File: src/rtl/uart_sram_tx_if.sv
// +----------------------------------------------------------------------------+
// | uart_sram_tx_if: start/SRAM/UART bundle for the SRAM-to-UART dump engine.  |
// | Revision: 1.0                                                              |
// +----------------------------------------------------------------------------+
`default_nettype none

interface uart_sram_tx_if;
  logic        Start;
  logic [17:0] Start_address;
  logic [17:0] Word_count;
  logic [17:0] SRAM_address;
  logic [15:0] SRAM_read_data;
  logic        SRAM_we_n;
  logic        UART_TX_O;
  logic        Busy;
  logic        Done;

  modport master (
    output Start, Start_address, Word_count, SRAM_read_data,
    input  SRAM_address, SRAM_we_n, UART_TX_O, Busy, Done
  );

  modport slave (
    input  Start, Start_address, Word_count, SRAM_read_data,
    output SRAM_address, SRAM_we_n, UART_TX_O, Busy, Done
  );
endinterface

`default_nettype wire

File: src/rtl/uart_sram_tx_interface.sv
// +----------------------------------------------------------------------------+
// | uart_sram_tx_interface: reads 16-bit SRAM words, sends them hi byte first  |
// | as 8N1 frames. Optional macro UART_TX_CHECKSUM_EN appends an XOR frame.    |
// | Revision: 1.0                                                              |
// +----------------------------------------------------------------------------+
`default_nettype none

module uart_sram_tx_interface #(
  parameter int CLK_DIV      = 434,
  parameter int SRAM_LATENCY = 2    // must be >= 2
) (
  input  wire logic     Clock,
  input  wire logic     Resetn,
  uart_sram_tx_if.slave bus
);

  localparam int                  c_baud_w    = (CLK_DIV > 1) ? $clog2(CLK_DIV) : 1;
  localparam logic [c_baud_w-1:0] c_baud_last = c_baud_w'(CLK_DIV - 1);
  localparam logic [7:0]          c_wait_last = 8'(SRAM_LATENCY - 2);

  typedef enum logic [3:0] {
    S_TX_IDLE, S_TX_ADDR, S_TX_WAIT, S_TX_LATCH,
    S_TX_SEND_HI, S_TX_SEND_LO, S_TX_NEXT, S_TX_DONE
`ifdef UART_TX_CHECKSUM_EN
    , S_TX_SUM
`endif
  } state_t;

  state_t              r_state;
  logic [17:0]         r_addr;
  logic [17:0]         r_remaining;
  logic [7:0]          r_wait_cnt;
  logic [7:0]          r_lo_byte;
  logic                r_busy;
  logic                r_done;
`ifdef UART_TX_CHECKSUM_EN
  logic [7:0]          r_sum;
  logic                r_sum_sent;
`endif

  logic [8:0]          r_shift;
  logic [c_baud_w-1:0] r_baud;
  logic [3:0]          r_bit_idx;
  logic                r_tx_busy;
  logic                r_tx;

  logic                w_byte_done;
  logic                w_tx_start;
  logic [7:0]          w_tx_byte;

  assign w_byte_done = r_tx_busy && (r_bit_idx == 4'd9) && (r_baud == c_baud_last);

  // The high byte goes straight from the SRAM bus so its frame starts on the latch edge.
  always_comb begin
    w_tx_start = 1'b0;
    w_tx_byte  = 8'h00;
    case (r_state)
      S_TX_LATCH: begin
        w_tx_start = 1'b1;
        w_tx_byte  = bus.SRAM_read_data[15:8];
      end
      S_TX_SEND_HI: begin
        w_tx_start = w_byte_done;
        w_tx_byte  = r_lo_byte;
      end
`ifdef UART_TX_CHECKSUM_EN
      S_TX_SUM: begin
        w_tx_start = !r_sum_sent;
        w_tx_byte  = r_sum;
      end
`endif
      default: ;
    endcase
  end

  always_ff @(posedge Clock or negedge Resetn) begin
    if (!Resetn) begin
      r_state     <= S_TX_IDLE;
      r_addr      <= '0;
      r_remaining <= '0;
      r_wait_cnt  <= '0;
      r_lo_byte   <= '0;
      r_busy      <= 1'b0;
      r_done      <= 1'b0;
`ifdef UART_TX_CHECKSUM_EN
      r_sum       <= '0;
      r_sum_sent  <= 1'b0;
`endif
    end else begin
      r_done <= 1'b0;
      case (r_state)
        S_TX_IDLE: begin
          if (bus.Start) begin
            r_addr      <= bus.Start_address;
            r_remaining <= bus.Word_count;
            r_busy      <= 1'b1;
`ifdef UART_TX_CHECKSUM_EN
            r_sum       <= '0;
            r_sum_sent  <= 1'b0;
            r_state     <= (bus.Word_count == '0) ? S_TX_SUM : S_TX_ADDR;
`else
            r_state     <= (bus.Word_count == '0) ? S_TX_DONE : S_TX_ADDR;
`endif
          end
        end
        S_TX_ADDR: begin
          r_wait_cnt <= '0;
          r_state    <= S_TX_WAIT;
        end
        S_TX_WAIT: begin
          if (r_wait_cnt == c_wait_last) r_state <= S_TX_LATCH;
          else                           r_wait_cnt <= r_wait_cnt + 8'd1;
        end
        S_TX_LATCH: begin
          r_lo_byte <= bus.SRAM_read_data[7:0];
          r_state   <= S_TX_SEND_HI;
        end
        S_TX_SEND_HI: if (w_byte_done) r_state <= S_TX_SEND_LO;
        S_TX_SEND_LO: if (w_byte_done) r_state <= S_TX_NEXT;
        S_TX_NEXT: begin
          r_addr      <= r_addr + 18'd1;
          r_remaining <= r_remaining - 18'd1;
          if (r_remaining == 18'd1) begin
`ifdef UART_TX_CHECKSUM_EN
            r_sum_sent <= 1'b0;
            r_state    <= S_TX_SUM;
`else
            r_state    <= S_TX_DONE;
`endif
          end else begin
            r_state <= S_TX_ADDR;
          end
        end
`ifdef UART_TX_CHECKSUM_EN
        S_TX_SUM: begin
          if (!r_sum_sent)      r_sum_sent <= 1'b1;
          else if (w_byte_done) r_state    <= S_TX_DONE;
        end
`endif
        S_TX_DONE: begin
          r_done  <= 1'b1;
          r_busy  <= 1'b0;
          r_state <= S_TX_IDLE;
        end
        default: r_state <= S_TX_IDLE;
      endcase
`ifdef UART_TX_CHECKSUM_EN
      if (w_tx_start && (r_state != S_TX_SUM)) r_sum <= r_sum ^ w_tx_byte;
`endif
    end
  end

  // Bit engine: r_shift holds {stop, d7..d0}; the start bit is driven at load time.
  always_ff @(posedge Clock or negedge Resetn) begin
    if (!Resetn) begin
      r_shift   <= '1;
      r_baud    <= '0;
      r_bit_idx <= '0;
      r_tx_busy <= 1'b0;
      r_tx      <= 1'b1;
    end else if (w_tx_start) begin
      r_shift   <= {1'b1, w_tx_byte};
      r_baud    <= '0;
      r_bit_idx <= '0;
      r_tx_busy <= 1'b1;
      r_tx      <= 1'b0;
    end else if (r_tx_busy) begin
      if (r_baud == c_baud_last) begin
        r_baud <= '0;
        if (r_bit_idx == 4'd9) begin
          r_tx_busy <= 1'b0;
          r_tx      <= 1'b1;
        end else begin
          r_bit_idx <= r_bit_idx + 4'd1;
          r_tx      <= r_shift[0];
          r_shift   <= {1'b1, r_shift[8:1]};
        end
      end else begin
        r_baud <= r_baud + 1'b1;
      end
    end
  end

  assign bus.SRAM_address = r_addr;
  assign bus.SRAM_we_n    = 1'b1;
  assign bus.UART_TX_O    = r_tx;
  assign bus.Busy         = r_busy;
  assign bus.Done         = r_done;

endmodule

`default_nettype wire

File: src/flat_wrapper.sv
// flat-port wrapper written by rule: the top's interface ports become plain ports
module uart_sram_tx_interface_flat 
#(
  parameter int CLK_DIV      = 434,
  parameter int SRAM_LATENCY = 2                   
)
  (Clock, Resetn, bus_Start, bus_Start_address, bus_Word_count, bus_SRAM_read_data, bus_SRAM_address, bus_SRAM_we_n, bus_UART_TX_O, bus_Busy, bus_Done);
  uart_sram_tx_if bus_i ();
  input  wire logic Clock;
  input  wire logic Resetn;
  input wire logic [$bits(bus_i.Start)-1:0] bus_Start;
  input wire logic [$bits(bus_i.Start_address)-1:0] bus_Start_address;
  input wire logic [$bits(bus_i.Word_count)-1:0] bus_Word_count;
  input wire logic [$bits(bus_i.SRAM_read_data)-1:0] bus_SRAM_read_data;
  output wire logic [$bits(bus_i.SRAM_address)-1:0] bus_SRAM_address;
  output wire logic [$bits(bus_i.SRAM_we_n)-1:0] bus_SRAM_we_n;
  output wire logic [$bits(bus_i.UART_TX_O)-1:0] bus_UART_TX_O;
  output wire logic [$bits(bus_i.Busy)-1:0] bus_Busy;
  output wire logic [$bits(bus_i.Done)-1:0] bus_Done;
  assign bus_i.Start = bus_Start;
  assign bus_i.Start_address = bus_Start_address;
  assign bus_i.Word_count = bus_Word_count;
  assign bus_i.SRAM_read_data = bus_SRAM_read_data;
  assign bus_SRAM_address = bus_i.SRAM_address;
  assign bus_SRAM_we_n = bus_i.SRAM_we_n;
  assign bus_UART_TX_O = bus_i.UART_TX_O;
  assign bus_Busy = bus_i.Busy;
  assign bus_Done = bus_i.Done;
  uart_sram_tx_interface #(.CLK_DIV(CLK_DIV), .SRAM_LATENCY(SRAM_LATENCY)) u_core (.Clock(Clock), .Resetn(Resetn), .bus(bus_i));
endmodule
File: config.mk
export PLATFORM = sky130hd
export DESIGN_NAME = uart_sram_tx_interface_flat
export DESIGN_NICKNAME = d
export VERILOG_FILES = /design/src/rtl/uart_sram_tx_if.sv /design/src/rtl/uart_sram_tx_interface.sv /design/src/flat_wrapper.sv
export SDC_FILE = /design/constraint.sdc
export NUM_CORES = 1
export LEC_CHECK = 0
export ABC_AREA = 1
export CORE_MARGIN = 8
export CORE_UTILIZATION = 55
export CTS_CLUSTER_SIZE = 10
export DETAILED_ROUTE_END_ITERATION = 7
export PLACE_DENSITY = 0.8
export SLEW_MARGIN = 5
export SYNTH_ARGS = -nofsm -noshare
export SYNTH_HDL_FRONTEND = slang
export SYNTH_SLANG_ARGS = --single-unit
File: constraint.sdc
create_clock -name Clock -period 4.59 [get_ports Clock]
set_input_delay 1.377 -clock Clock [delete_from_list [all_inputs] [get_ports Clock]]
set_output_delay 1.377 -clock Clock [all_outputs]
set_load 0.01 [all_outputs]
==> impl_metrics.json <==
{
  "die_y_um": 111,
  "cts.sinks": 80,
  "maxSlewViolCount": 0,
  "ir_worst_vdd_mv": 0.346,
  "cp-end-kind": "flop",
  "post_drt_via_cell_ratio": 5.49,
  "clkTransAtPathRegs_ns": 0.08,
  "period_share_pct": 65.9,
  "clockBufferDepth": 2,
  "cts_buffers": 9,
  "drc": 0,
  "multiInputGateArea_mm2": 0.00255,
  "root_buffer": "clkbuf_8",
  "relSlewSlack_pct": 31.8,
  "rsz0062_at_grt": "no",
  "grt_usage_pct": 20.2,
  "yosys_warnings": 0,
  "h-tree-depth": 3,
  "dpl_cell_area_mm2": 0.00573,
  "synthTopCellsByArea": "dfrtp_1, nand2_1, nor2_1",
  "wl_per_cell_um": 14.6,
  "cp_data_required_time_ns": 4.81,
  "ant_nets": 0,
  "worst_hold_path_type": "reg2reg",
  "synth_area_mm2": 0.00493,
  "rows": 34,
  "fin_crit_ns": 3.02,
  "ys_types": 41,
  "arrival_ns": 3.24,
  "final_util_pct": 67.7,
  "tritoncts": "yes",
  "wl_um": 12500,
  "powerDensity_mw_per_mm2": 548,
  "layout-drive-gt1-share_pct": 8.14,
  "die_w_um": 111,
  "final_hold_viol_count": 0,
  "area_growth_pct": 19.8,
  "worst_pin_slew_ns": 1.02,
  "fill_cells": 719,
  "antenna_cells": 0,
  "antenna_found_initial": 0,
  "startpoint_type": "input port",
  "fin_worst_skew_ns": 0.00908,
  "dr.pass1.iters": 7,
  "synth_ff_type": "dfrtp_1",
  "core_mm2": 0.00872,
  "p_leak_uw": 0.00268,
  "max_cap_violations": 0,
  "drt_iter0_drc": 301,
  "postSynthCellCount": 671,
  "initial_core_util_pct": 56.6,
  "synth_top_area_share_pct": 36.0,
  "ios": 77,
  "synth_edf_count": 0,
  "finalSetupViolCount": 0,
  "io_buffers": 75,
  "critPathMaxFanout": 17,
  "holdBufCountCts": 0,
  "num_vias": 4706,
  "tns_ns": 0,
  "ff_latch_area_mm2": 0.00201,
  "nNetsFinal": 808,
  "dp_hpwl_um": 9130,
  "cts_resized": 0,
  "cts_setup_buffers": 0,
  "grt_pass1_vias": 4523,
  "clock_latency_ns": 0.35,
  "grt_overflow_total": 0,
  "finalInstanceArea_mm2": 0.00591,
  "synth_top_area_cell": "dfrtp_1",
  "grt_max_degree": 81,
  "ys_seq_area_share_pct": 40.8,
  "syn_avg_cell_area_um2": 7.35,
  "outcome": "finished, final reports clean",
  "dieArea_mm2": 0.0123,
  "synth.net_count": 735,
  "max_freq_mhz": 331,
  "place.gp.congestion": 0.891,
  "path_class": "in2reg",
  "grt_pass1_wl_um": 21200,
  "postSynth.asyncResetShare_pct": 100,
  "yosys_register_bits": 80
}
==> where the power goes <==
group / internal, uW / switching [uW] / total (uW)
clock network: 209 / 260 / 469
registers: 1020 / 303 / 1320
logic: 603 / 840 / 1440
total: 1830 / 1400 / 3240
==> kinds of logic (layout without fill, tap and decap cells) <==
family | count (synthesis) | count (layout) | share of synthesized area, %
and+or+nand+nor | 376 | 376 | 33.0
buffers and inverters | 89 | 167 | 7.58
muxes | 8 | 8 | 1.83
other | 1 | 1 | 0.0760
adders and majority gates | 9 | 9 | 2.28
AOI/OAI and AO/OA | 86 | 86 | 10.5
xor gates and xnor gates | 22 | 22 | 3.91
DFF | 80 | 80 | 40.8
==> path summary, 6_finish.rpt <==
check / startpoint / endpoint / cells past startpoint / slack [ns]
max: bus_Start / u_core.bus.SRAM_address[5]$_DFFE_PN0P_ / 8 / 1.57
min: u_core.r_shift[2]$_DFFE_PN1P_ / u_core.r_shift[2]$_DFFE_PN1P_ / 2 / 0.47
max reg2reg: u_core.r_state[2]$_DFFE_PN0P_ / u_core.bus.SRAM_address[5]$_DFFE_PN0P_ / 8 / 2.28
min reg2reg: u_core.r_shift[2]$_DFFE_PN1P_ / u_core.r_shift[2]$_DFFE_PN1P_ / 2 / 0.47
max in group asynchronous: Resetn / u_core.r_baud[6]$_DFFE_PN0P_ / 1 / 2.74
min in group asynchronous: Resetn / u_core.bus.SRAM_address[13]$_DFFE_PN0P_ / 1 / 1.19
==> layout by cell type, fill, tap and decap left out, types with 3 or more instances in the layout <==
cell type / instances
a21oi_1: 13
clkbuf_8: 10
clkdlybuf4s50_1: 74
clkinvlp_4: 3
dfrtp_1: 71
dfstp_2: 9
ha_1: 9
inv_1: 69
inv_2: 5
mux2_2: 8
nand2_1: 202
nand2_2: 7
nand2_4: 4
nand3_1: 56
nand3b_1: 3
nand4_1: 7
nor2_1: 78
nor3_1: 9
o211ai_1: 11
o21ai_0: 42
o21ai_1: 3
o22ai_1: 9
xnor2_1: 5
xor2_1: 17
==> per-layer routing <==
layer	track usage, %	routed length (um)	vias to the layer above
li1	-	-	2300
met1	26.6	5470	2209
met2	32.5	6060	179
met3	4.44	798	18
met4	5.50	156	0
met5	0	0	-
==> state kept, by name (all words and copies together), names as in the netlist, 3 cells and up <==
name,count
u_core.r_lo_byte,8
u_core.r_wait_cnt,8
u_core.r_state,3
u_core.r_baud,9
u_core.r_remaining,18
u_core.bus.SRAM_address,18
u_core.r_shift,8
u_core.r_bit_idx,4
==> cells in the mapped netlist (2+ instances only) <==
| master | n |
|---|---|
| ha_1 | 9 |
| nand3b_1 | 3 |
| o21ai_0 | 42 |
| o21a_1 | 2 |
| nand3_2 | 2 |
| dfstp_2 | 9 |
| o21ai_1 | 3 |
| nand2_1 | 202 |
| xnor2_1 | 5 |
| o211ai_1 | 11 |
| nor2_1 | 78 |
| mux2_2 | 8 |
| buf_2 | 6 |
| o31ai_4 | 2 |
| xor2_1 | 17 |
| inv_2 | 5 |
| nand3_1 | 56 |
| nand4_1 | 7 |
| inv_1 | 69 |
| dfrtp_1 | 71 |
| nor3_1 | 9 |
| nor2_2 | 2 |
| o22ai_1 | 9 |
| buf_4 | 2 |
| a21oi_1 | 13 |
| buf_6 | 3 |
| nand2_4 | 4 |
| nand2_2 | 7 |
| clkbuf_1 | 3 |
==> final cells by class <==
type / count / area share, %
clock buffers: 11 / 2.39
flip-flops and latches: 80 / 34.1
well taps: 108 / 2.29
repair buffers: 76 / 12.8
inverters: 75 / 4.81
multi-input cells: 502 / 43.1
clock inverters: 5 / 0.551
==> worst max-delay path: stages <==
cell             delay [ns]
clkdlybuf4s50_1        0.45
inv_1                  0.08
nor2_2                 0.36
inv_2                  0.22
nand2_2                0.30
inv_2                  0.24
nand2_1                0.11
o211ai_1               0.09
==> stage by stage <==
step / hold WS, ns / setup slack (ns) / std cells / total power (uW)
2_1_floorplan: 0.442 / 2.44 / 671 / 2250
3_3_place_gp: 0.455 / 1.30 / 841 / 2700
3_5_place_dp: 0.459 / 1.25 / 841 / 2760
4_1_cts: 0.473 / 1.62 / 857 / 3240
5_1_grt: 0.486 / 1.42 / 857 / 3500
6_report: 0.469 / 1.57 / 857 / 3240
Power figures use the tool's default switching activity.
